<file path="src/rtl/cpu_run_ctrl.sv">
// Run/step/halt sequencer for the single-cycle RISC-V datapath.
// Owns the PC and issues a one-cycle execute strobe in the board clock domain.
module cpu_run_ctrl #(
   parameter int unsigned ADDR_W    = 6,
   parameter int unsigned LAST_ADDR = 15,
   parameter bit          WRAP      = 1'b0,
   parameter int unsigned DIV_FAST  = 2**25,
   parameter int unsigned DIV_SLOW  = 2**28,
   parameter int unsigned DEB_CYC   = 1000000
) (
   input  logic              clk,
   input  logic              rstn,
   input  logic              run_i,
   input  logic              slow_i,
   input  logic              step_btn_i,
   input  logic              bp_en_i,
   input  logic [ADDR_W-1:0] bp_addr_i,
   input  logic [1:0]        pc_sel_i,
   input  logic [ADDR_W-1:0] target_i,
   output logic [ADDR_W-1:0] pc_o,
   output logic              cpu_en_o,
   output logic [1:0]        state_o,
   output logic [15:0]       retired_o
);

   localparam int unsigned CNT_W = (DIV_SLOW > 1) ? $clog2(DIV_SLOW) : 1;
   localparam int unsigned DEB_W = (DEB_CYC > 1) ? $clog2(DEB_CYC) : 1;

   typedef enum logic [1:0] {
      S_IDLE = 2'd0,
      S_RUN  = 2'd1,
      S_HALT = 2'd2,
      S_DONE = 2'd3
   } state_t;

   state_t              state;
   state_t              state_nxt;
   logic                en_nxt;
   logic                skip_bp;
   logic                skip_nxt;

   logic                run_s1;
   logic                run_s2;
   logic                run_q;
   logic                run_rise;
   logic                btn_s1;
   logic                btn_s2;

   logic                deb_lvl;
   logic                deb_q;
   logic [DEB_W-1:0]    deb_cnt;
   logic                step_evt;

   logic                slow_q;
   logic                slow_chg;
   logic [CNT_W-1:0]    tick_cnt;
   logic [CNT_W-1:0]    div_m1;
   logic                tick;

   logic [ADDR_W-1:0]   pc_nxt;
   logic                last_stop;

   // Two-flop synchronisers for the run switch and step button
   always_ff @(posedge clk or negedge rstn) begin
      if (!rstn) begin
         run_s1 <= 1'b0;
         run_s2 <= 1'b0;
         run_q  <= 1'b0;
         btn_s1 <= 1'b0;
         btn_s2 <= 1'b0;
      end else begin
         run_s1 <= run_i;
         run_s2 <= run_s1;
         run_q  <= run_s2;
         btn_s1 <= step_btn_i;
         btn_s2 <= btn_s1;
      end
   end

   assign run_rise = run_s2 & ~run_q;

   // Debounced level flips only after DEB_CYC consecutive differing samples
   always_ff @(posedge clk or negedge rstn) begin
      if (!rstn) begin
         deb_lvl <= 1'b0;
         deb_q   <= 1'b0;
         deb_cnt <= '0;
      end else begin
         deb_q <= deb_lvl;
         if (btn_s2 == deb_lvl) begin
            deb_cnt <= '0;
         end else if (deb_cnt == DEB_W'(DEB_CYC - 1)) begin
            deb_lvl <= btn_s2;
            deb_cnt <= '0;
         end else begin
            deb_cnt <= deb_cnt + DEB_W'(1);
         end
      end
   end

   assign step_evt = deb_lvl & ~deb_q;

   // Execute-rate divider, restarted on any state or speed change
   assign div_m1   = slow_i ? CNT_W'(DIV_SLOW - 1) : CNT_W'(DIV_FAST - 1);
   assign slow_chg = slow_i ^ slow_q;
   assign tick     = (state == S_RUN) && !slow_chg && (tick_cnt == div_m1);

   always_ff @(posedge clk or negedge rstn) begin
      if (!rstn) begin
         slow_q   <= 1'b0;
         tick_cnt <= '0;
      end else begin
         slow_q <= slow_i;
         if ((state_nxt != state) || (state != S_RUN) || slow_chg || tick) begin
            tick_cnt <= '0;
         end else begin
            tick_cnt <= tick_cnt + CNT_W'(1);
         end
      end
   end

   // Next PC for the instruction committing under the current strobe
   always_comb begin
      pc_nxt    = pc_o + ADDR_W'(1);
      last_stop = 1'b0;
      if ((pc_sel_i == 2'd1) || (pc_sel_i == 2'd2)) begin
         pc_nxt = target_i;
      end else if (pc_o == ADDR_W'(LAST_ADDR)) begin
         if (WRAP) begin
            pc_nxt = '0;
         end else begin
            pc_nxt    = pc_o;
            last_stop = 1'b1;
         end
      end
   end

   always_ff @(posedge clk or negedge rstn) begin
      if (!rstn) begin
         state <= S_IDLE;
      end else begin
         state <= state_nxt;
      end
   end

   // Sequencer; the !cpu_en_o guards keep strobes at least one cycle apart
   always_comb begin
      state_nxt = state;
      en_nxt    = 1'b0;
      skip_nxt  = skip_bp;
      if (cpu_en_o) begin
         skip_nxt = 1'b0;
      end
      case (state)
         S_IDLE, S_HALT: begin
            if (run_rise) begin
               state_nxt = S_RUN;
               skip_nxt  = 1'b1;
            end else if (step_evt && !cpu_en_o) begin
               en_nxt = 1'b1;
            end
         end
         S_RUN: begin
            if (!run_s2) begin
               state_nxt = S_HALT;
            end else if (tick && !cpu_en_o) begin
               if (bp_en_i && (pc_o == bp_addr_i) && !skip_bp) begin
                  state_nxt = S_HALT;
               end else begin
                  en_nxt = 1'b1;
               end
            end
         end
         default: begin
            state_nxt = S_DONE;
         end
      endcase
      if (cpu_en_o && last_stop) begin
         state_nxt = S_DONE;
      end
   end

   // Strobe, PC and retire counter
   always_ff @(posedge clk or negedge rstn) begin
      if (!rstn) begin
         cpu_en_o  <= 1'b0;
         skip_bp   <= 1'b0;
         pc_o      <= '0;
         retired_o <= '0;
      end else begin
         cpu_en_o <= en_nxt;
         skip_bp  <= skip_nxt;
         if (cpu_en_o) begin
            pc_o <= pc_nxt;
            if (retired_o != 16'hFFFF) begin
               retired_o <= retired_o + 16'd1;
            end
         end
      end
   end

   assign state_o = state;

endmodule

</file>
<file path="config.mk">
export PLATFORM = sky130hd
export DESIGN_NAME = cpu_run_ctrl
export DESIGN_NICKNAME = d
export VERILOG_FILES = /design/src/rtl/cpu_run_ctrl.sv
export SDC_FILE = /design/constraint.sdc
export NUM_CORES = 1
export LEC_CHECK = 0
export CAP_MARGIN = 10
export CORE_UTILIZATION = 55
export DETAILED_ROUTE_END_ITERATION = 12
export GPL_ROUTABILITY_DRIVEN = 0
export GPL_TIMING_DRIVEN = 0
export PLACE_DENSITY_LB_ADDON = 0.3
export SYNTH_ARGS = -nofsm -noshare
export SYNTH_HDL_FRONTEND = slang
export SYNTH_SLANG_ARGS = --single-unit
</file>
<file path="constraint.sdc">
create_clock -name clk -period 3.99 [get_ports clk]
set_input_delay 0.798 -clock clk [delete_from_list [all_inputs] [get_ports clk]]
set_output_delay 0.798 -clock clk [all_outputs]
set_load 0.05 [all_outputs]
</file>
==> impl_metrics.tcl <==
set metrics [dict create \
    antenna_found_initial 0 \
    dr_total_vias 3084 \
    grt_util_all_layers_pct 23.1 \
    io_buffers 44 \
    dieArea_um2 7650 \
    syn_avg_cell_area_um2 9.90 \
    start_util_pct 57.9 \
    yosys_warnings 0 \
    fmax_ghz 0.340 \
    startpoint "slow_i" \
    cts_buffers 9 \
    synth_nets 430 \
    syn2layout_area_growth_pct 19.4 \
    maxCapViolCount 0 \
    drive_gt1_share_pct 7.73 \
    drtIter0Drc 166 \
    diodes 0 \
    syn_area_um2 4020 \
    rr_worst_depth 7 \
    hold_class "primary input to async pin" \
    finalHoldViolCount 0 \
    cp.arrival_ns 3.18 \
    clockRootBuffer "clkbuf_8" \
    slew_violations 0 \
    grt_pass1_wl_um 13700 \
    p_leak_nw 1.91 \
    use_met3_pct 4.45 \
    chipHeight_um 87.5 \
    ys_ff_latch 82 \
    overflow 0 \
    slew_headroom_pct 41.3 \
    core_um2 6940 \
    path_class "primary input to flip-flop" \
    drc_errors 0 \
    finalSetupViolations 0 \
    holdWs_ns 0.271 \
    cts_resized 0 \
    hpwl_um 5630 \
    synth_edf_count 0 \
    ys_seq_area_share_pct 51.1 \
    final_nets 486 \
    first_global_vias 3110 \
    ant_nets 0 \
    fin_util_pct 69.1 \
    worst_ep_required_time_ns 4.23 \
    grt.met1_usage_pct 29.2 \
    synth_top_area_share_pct 51.1 \
    worst_setup_path_end_kind "flip-flop" \
    rr_startpoint "tick_cnt[0]" \
    synthTopCellsByArea "dfrtp_1, xor2_1, nor2_1" \
    synth.area.mux_share_pct 0.809 \
    clk_latency_ns 0.35 \
    cts_num_sinks 82 \
    cellPowerDensity_nw_per_um2 327 \
    skew_ns 0.00844 \
    synthAdderAreaFrac_pct 1.25 \
    yosys.area_share.simple_pct 24.7 \
    finalCritPeriodShare_pct 73.8 \
    ctsHoldBuffers 0 \
    cts.path.max_buffers 2 \
    synthCells 406 \
    post-cts-setup-buffers 0 \
    cts_tree "yes" \
    grt_start_max_net_pins 74 \
    synth_top_family_by_area "simple AND/OR/NAND/NOR gates" \
    ys_async_sr_fraction_pct 100 \
    io_pins 45 \
    most-common-layout-cells "dfrtp_1, nor2_1, clkdlybuf4s50_1" \
    synth_xor_area_share_pct 13.9 \
    status "finished clean" \
    rsz0062_at_grt "false" \
    rows 30 \
    final_common_cell "dfrtp_1" \
    synth_area_leader_cell "dfrtp_1" \
    worst_pin_slew_ns 0.874 \
    wl_per_cell_um 14.1 \
    viasPerCell 5.49 \
    ys_types 50 \
    htree_levels 3 \
    dieWidth_um 87.5 \
    drt-pass1-iter-count 4 \
    gr-max-usage-layer "met2" \
    wl_um 7900 \
    crit_fanout 10 \
    vdd_drop_max_uv 328 \
    ys.flop_type "dfrtp_1" \
    synth_compound_area_share_pct 6.23 \
    period_minus_slack_ns 2.94 \
    critPathLaunchType "primary input" \
    gr-usage-met2_pct 39.3 \
    cts.clk_slew.worst_paths_ns 0.08 \
]
synthesized netlist by cell type (2+ instances only):
| master | n |
|---|---|
| a21oi_1 | 11 |
| o21ai_0 | 12 |
| nor4_1 | 6 |
| xor2_1 | 34 |
| nand3_1 | 30 |
| nor3_1 | 9 |
| xnor2_1 | 30 |
| or4_1 | 4 |
| and4_1 | 3 |
| or4_4 | 2 |
| inv_1 | 10 |
| or2_2 | 4 |
| or3_2 | 2 |
| ha_1 | 4 |
| o22ai_1 | 2 |
| nand2_1 | 23 |
| clkbuf_1 | 6 |
| mux2_2 | 2 |
| nand3b_1 | 2 |
| dfrtp_1 | 82 |
| nand2b_1 | 3 |
| and3_1 | 5 |
| nand4_1 | 20 |
| nor2_1 | 73 |
| a31oi_1 | 2 |
where the power goes:
group	internal [mW]	switching (mW)
Combinational	0.0466	0.0671
Sequential	0.841	0.0149
Clock	0.304	0.295
path summary, 6_finish.rpt:
| path | endpoint | slack (ns) |
|---|---|---|
| max | tick_cnt[17] | 1.05 |
| min | pc_o[1] | 0.27 |
| max reg2reg | tick_cnt[26] | 1.49 |
| min reg2reg | btn_s2 | 0.36 |
| max in group asynchronous | retired_o[0] | 3.13 |
| min in group clk | btn_s2 | 0.36 |
cells by family (layout without fill, tap and decap cells):
family,count (synthesis),in the layout
compound gates,37,37
xor+xnor,64,64
fa+ha+maj,4,4
buf+inv,19,79
flops,82,82
mux,3,3
simple gates,197,197
metal layers:
layer | vias to the layer above | part of all wire, % | wire [um]
met5 | - | 0 | 0
met4 | 0 | 1.4 | 113
met3 | 11 | 2.6 | 205
met2 | 48 | 49 | 3890
met1 | 1504 | 47 | 3690
li1 | 1521 | - | -
state kept, by name, indices dropped and copies added, names as in the netlist, 2 cells and up:
| signal | cells |
|---|---|
| tick_cnt | 28 |
| deb_cnt | 20 |
| retired_o | 16 |
| pc_o | 6 |
| state_o | 2 |
area by class of cell:
| class | count | area, um2 |
|---|---|---|
| fillers | 538 | 2150 |
| flip-flops and latches | 82 | 2050 |
| multi-input cells | 305 | 1890 |
| repair buffers | 45 | 465 |
| clock buffers | 11 | 141 |
| well taps | 96 | 120 |
| clock inverters | 4 | 51.3 |
| plain buffers | 9 | 42.5 |
| inverters | 10 | 37.5 |
worst max-delay path, stage by stage:
cell	delay, ns
clkdlybuf4s50_1	0.48
or4_4	0.57
a2111oi_4	0.48
nand2_2	0.16
o21ai_2	0.32
buf_2	0.28
nor2_1	0.08
per-stage QoR:
stage	cells	setup TNS (ns)	instance area, um2	power (mW)	setup WS (ns)
2_1_floorplan	406	0	4020	0.926	1.47
3_3_place_gp	546	-57.64	4580	0.983	-0.708
3_5_place_dp	547	0	4600	0.988	0.669
4_1_cts	562	0	4800	1.58	1.04
5_1_grt	562	0	4800	1.62	0.868
6_report	562	0	4800	1.57	1.05
(Power assumes the default switching activity.)
